===== src/rtl/serial_frame_rx.sv =====
// Serial frame receiver: start bit, DATA_W bits LSB first, optional even parity, stop bit.
// Define SERIAL_RX_PARITY_EN to add the parity bit and its check.
module serial_frame_rx #(
  parameter int DATA_W = 8
) (
  input  logic              clk,
  input  logic              rst,
  input  logic              din,
  input  logic              out_ready,
  output logic [DATA_W-1:0] data_out,
  output logic              data_valid,
  output logic              frame_err,
  output logic              overrun,
  output logic              busy
);

  localparam int CNT_W = (DATA_W > 1) ? $clog2(DATA_W) : 1;

`ifdef SERIAL_RX_PARITY_EN
  typedef enum logic [2:0] {IDLE, DATA, PARITY, STOP, WAIT_IDLE} state_t;
`else
  typedef enum logic [2:0] {IDLE, DATA, STOP, WAIT_IDLE} state_t;
`endif

  state_t            state;
  state_t            state_next;
  logic [CNT_W-1:0]  bit_cnt;
  logic [DATA_W-1:0] shift_reg;
  logic              last_bit;
  logic              parity_ok;
  logic              deliver;
  logic              stop_err;
  logic              consume;

`ifdef SERIAL_RX_PARITY_EN
  logic              parity_bit;

  // Even parity: data bits XOR the received parity bit must be zero.
  assign parity_ok = ~(^{shift_reg, parity_bit});
`else
  assign parity_ok = 1'b1;
`endif

  assign last_bit = (bit_cnt == CNT_W'(DATA_W - 1));
  assign consume  = data_valid & out_ready;
  assign busy     = (state != IDLE);

  always_comb begin
    state_next = state;
    deliver    = 1'b0;
    stop_err   = 1'b0;
    case (state)
      IDLE: begin
        if (!din) state_next = DATA;
      end
      DATA: begin
        if (last_bit) begin
`ifdef SERIAL_RX_PARITY_EN
          state_next = PARITY;
`else
          state_next = STOP;
`endif
        end
      end
`ifdef SERIAL_RX_PARITY_EN
      PARITY: begin
        state_next = STOP;
      end
`endif
      STOP: begin
        if (din && parity_ok) begin
          deliver    = 1'b1;
          state_next = IDLE;
        end else begin
          stop_err   = 1'b1;
          state_next = WAIT_IDLE;
        end
      end
      WAIT_IDLE: begin
        if (din) state_next = IDLE;
      end
      default: state_next = IDLE;
    endcase
  end

  always_ff @(posedge clk) begin
    if (rst) begin
      state     <= IDLE;
      bit_cnt   <= '0;
      shift_reg <= '0;
`ifdef SERIAL_RX_PARITY_EN
      parity_bit <= 1'b0;
`endif
    end else begin
      state <= state_next;
      if (state == IDLE) begin
        bit_cnt <= '0;
      end else if (state == DATA) begin
        shift_reg[bit_cnt] <= din;
        bit_cnt            <= bit_cnt + 1'b1;
      end
`ifdef SERIAL_RX_PARITY_EN
      if (state == PARITY) parity_bit <= din;
`endif
    end
  end

  // A consume on the same edge as a delivery frees the holding register, so no overrun.
  always_ff @(posedge clk) begin
    if (rst) begin
      data_out   <= '0;
      data_valid <= 1'b0;
      frame_err  <= 1'b0;
      overrun    <= 1'b0;
    end else begin
      frame_err <= stop_err;
      overrun   <= 1'b0;
      if (deliver) begin
        if (data_valid && !out_ready) begin
          overrun <= 1'b1;
        end else begin
          data_out   <= shift_reg;
          data_valid <= 1'b1;
        end
      end else if (consume) begin
        data_valid <= 1'b0;
      end
    end
  end

endmodule


===== config.mk =====
export PLATFORM = sky130hd
export DESIGN_NAME = serial_frame_rx
export DESIGN_NICKNAME = d
export VERILOG_FILES = /design/src/rtl/serial_frame_rx.sv
export SDC_FILE = /design/constraint.sdc
export NUM_CORES = 1
export LEC_CHECK = 0
export ABC_CLOCK_PERIOD_IN_PS = 2800
export BUFFER_PORTS_ARGS = -buffer_cell sky130_fd_sc_hd__buf_2
export CAP_MARGIN = 15
export CORE_MARGIN = 1
export CORE_UTILIZATION = 41
export DETAILED_ROUTE_END_ITERATION = 16
export PLACE_DENSITY_LB_ADDON = 0.05
export SLEW_MARGIN = 20
export SYNTH_ARGS = -nofsm -noshare
export SYNTH_HDL_FRONTEND = slang
export SYNTH_SLANG_ARGS = --single-unit

===== constraint.sdc =====
create_clock -name clk -period 2.8 [get_ports clk]
set_input_delay 0 -clock clk [delete_from_list [all_inputs] [get_ports clk]]
set_output_delay 0 -clock clk [all_outputs]
set_load 0.02 [all_outputs]

==> results.yml <==
clock_network:
  cts_hold_buf: 0
  cts_tree: "built"
  clkTransAtPathRegs_ns: 0.12
  cts.htree.levels: 1
  insertion_delay_ns: 0.31
  cts_buffers: 3
  post_cts.repair.setup_buffers: 0
  postCtsResizedCells: 0
  clockBufferDepth: 2
  root_buffer: "clkbuf_4"
  cts.sinks: 24
worst_setup_path:
  arrival_ns: 1.80
  worstRegToRegCells: 3
  cp.required_ns: 3.04
  crit-reg2reg-launch: "state[1]"
  start_kind: "flip-flop"
  crit_slowest_cell: "nor2b_1"
  crit_end: "data_out[6]"
  rrSetupSlack_ns: 1.24
  cp.depth: 3
  crit_fanout: 10
  r2r-end: "data_out[6]"
  crit_buf_inv: 0
  crit_family: "simple AND/OR/NAND/NOR gates"
  cp_cell_sequence: "nand3b_1, nor2b_1, mux2i_1"
  startpoint: "state[1]"
  critPathCaptureType: "flip-flop"
  crit_type: "reg2reg"
  max_stage_delay_ns: 0.55
timing:
  fmaxAchievable_mhz: 641
  relSlewSlack_pct: 56.8
  min_period_ns: 1.56
  clock-skew-final_ns: 0.00398
  tightest_slew_ns: 0.647
  fin_tns_setup_ns: 0
  worst_slack_ns: 1.24
  slew_viol_final: 0
  finalSetupViolCount: 0
  rsz0062_at_grt: "false"
  finalHoldViolations: 0
  period_share_pct: 55.7
power_and_ir_drop:
  power_w: 0.000560
  p_leak_nw: 0.477
  ir_drop_mv: 0.270
  combPwrFrac_pct: 5.2
  p_per_area_mw_per_mm2: 488
  power_frac_seq_pct: 62.7
  netSwitchingFraction_pct: 21.9
  internal_power_w: 0.000438
  switchingPower_w: 0.000123
  clkPwrFrac_pct: 32.1
finish:
  num-nets-final: 118
  multi_input_area_um2: 520
  drive_gt1_share_pct: 20.7
  num_antenna_cells: 0
  area_growth_pct: 9.43
  register_area_um2: 480
  stdcell_count: 139
  nFillCells: 223
flow_run:
  maxCapViolations: 0
floorplanning:
  die_w_um: 52.6
  die-area_mm2: 0.00276
  coreArea_mm2: 0.00232
  num_rows: 17
  die-height_um: 52.6
  io_pins: 16
  start_util_pct: 45.2
placement:
  post-place-ws_ns: 1.26
  dp_cells: 135
  port_buffers: 15
  dp_hpwl_um: 1160
  finalWeightedCongestion: 0.726
logic_synthesis:
  syn_avg_cell_area_um2: 10.5
  ys_seq_elements: 24
  synth_xor_area_share_pct: 0
  syn-num-nets: 106
  synth.mux.area_fraction_pct: 16.2
  synth_adder_area_share_pct: 2.39
  netlist_area_mm2: 0.00105
  synth-simple-area-share_pct: 29.1
  synthTopCellsByArea: "dfxtp_1 46%, mux2i_1 16%, nand2b_1 12%"
  yosys_warnings: 0
  synth_top_family_by_area: "simple AND/OR/NAND/NOR gates"
  ys_seq_area_share_pct: 45.8
  syn_inst: 100
  yosys.cell_types.count: 24
  synth_largest_area_cell: "dfxtp_1"
  synth-compound-area-share_pct: 1.91
  netlist.area_leader.share_pct: 45.8
route:
  ant_nets: 0
  viasPerCell: 4.96
  detail_route.wl_per_cell_um: 12.6
  drt_pass1_iterations: 4
  routed_wirelength_um: 1750
  drt-initial-drc-count: 7
  drc: 0
  num_vias: 689
global_routing:
  grt_pass1_vias: 603
  grt_first_pass_wirelength_um: 2890
  grt_max_degree: 26
  overflow: 0
  gr-usage-all-layers_pct: 14.8
  antenna_found_initial: 0
min_path:
  hp-class: "in2reg"
  holdCritStartpoint: "out_ready"
run_status:
  status: "finished clean"
-- tightest hold or removal path, stage by stage --
cell and delay (ns):
buf_2 0.07, nand2b_1 0.15, nor3_1 0.07
-- synthesized netlist by cell type --
cell	n
dfxtp_1	24
nand2b_1	20
mux2i_1	17
nand2_1	5
a21oi_1	4
clkbuf_1	3
nand3b_1	3
nor3_1	3
buf_2	2
buf_6	2
ha_1	2
nand4b_1	2
nor2_1	2
and2b_1	1
and3b_1	1
buf_1	1
nand2b_4	1
nand3_1	1
nand4_1	1
nor2b_1	1
nor4_1	1
nor4b_2	1
nor4b_4	1
or2_2	1
-- metal layers --
metal  global-route usage, %  wire (um)  up-vias
met4                    7.89         18        0
met2                    22.2        768       11
met3                    2.61         40        2
met1                    19.8        922      315
met5                       0          0        -
li1                        -          -      361
-- kinds of logic after synthesis --
kind of cell    count (synthesis)
compound gates                  4
mux                            17
simple gates                   45
fa+ha+maj                       2
flops                          24
buf+inv                         8
-- metrics by stage --
step	instance area [um2]	utilization [%]	hold WS [ns]
after floorplan	1050	-	0.186
after CTS	1150	49.5	0.00222
after detailed placement	1110	47.9	0.345
after global placement	1110	47.9	0.350
final	1150	49.5	0.0147
after global routing	1150	49.5	0.0247
-- cell usage in the layout, fill, tap and decap left out --
cell type / count
dfxtp_1: 24
nand2b_1: 20
mux2i_1: 17
buf_2: 15
nand2_1: 5
a21oi_1: 4
nand3b_1: 3
nor3_1: 3
clkbuf_4: 3
nor2_1: 2
nand4b_1: 2
ha_1: 2
or2_2: 1
nand2b_4: 1
nor4b_2: 1
nor4_1: 1
nor2b_1: 1
and2b_1: 1
and3b_1: 1
nand4_1: 1
nor4b_4: 1
nand3_1: 1
clkbuf_8: 1
-- worst min-delay path by stage --
stage | endpoint | slack, ns | cells after the start
after global routing | state[0] | 0.02 | 3
after CTS | overrun | 0.002 | 3
after global placement | state[0] | 0.35 | 3
after detailed placement | overrun | 0.34 | 3
final | overrun | 0.01 | 3
after floorplan | frame_err | 0.19 | 2
-- power groups by stage --
stage                     clock network (W)  registers [W]  logic (W)
after detailed placement                  0       0.000359  0.0000295
after CTS                          0.000189       0.000351  0.0000297
after global routing               0.000198       0.000352  0.0000324
final                              0.000180       0.000351  0.0000291
after global placement                    0       0.000358  0.0000297
after floorplan                           0       0.000355  0.0000254
-- final cells by class --
class | instances | area share [%]
Clock buffer | 4 | 3.16
Multi-Input combinational cell | 68 | 45.4
Sequential cell | 24 | 41.9
Tap cell | 28 | 3.05
Timing Repair Buffer | 15 | 6.54
(Power assumes the default switching activity.)
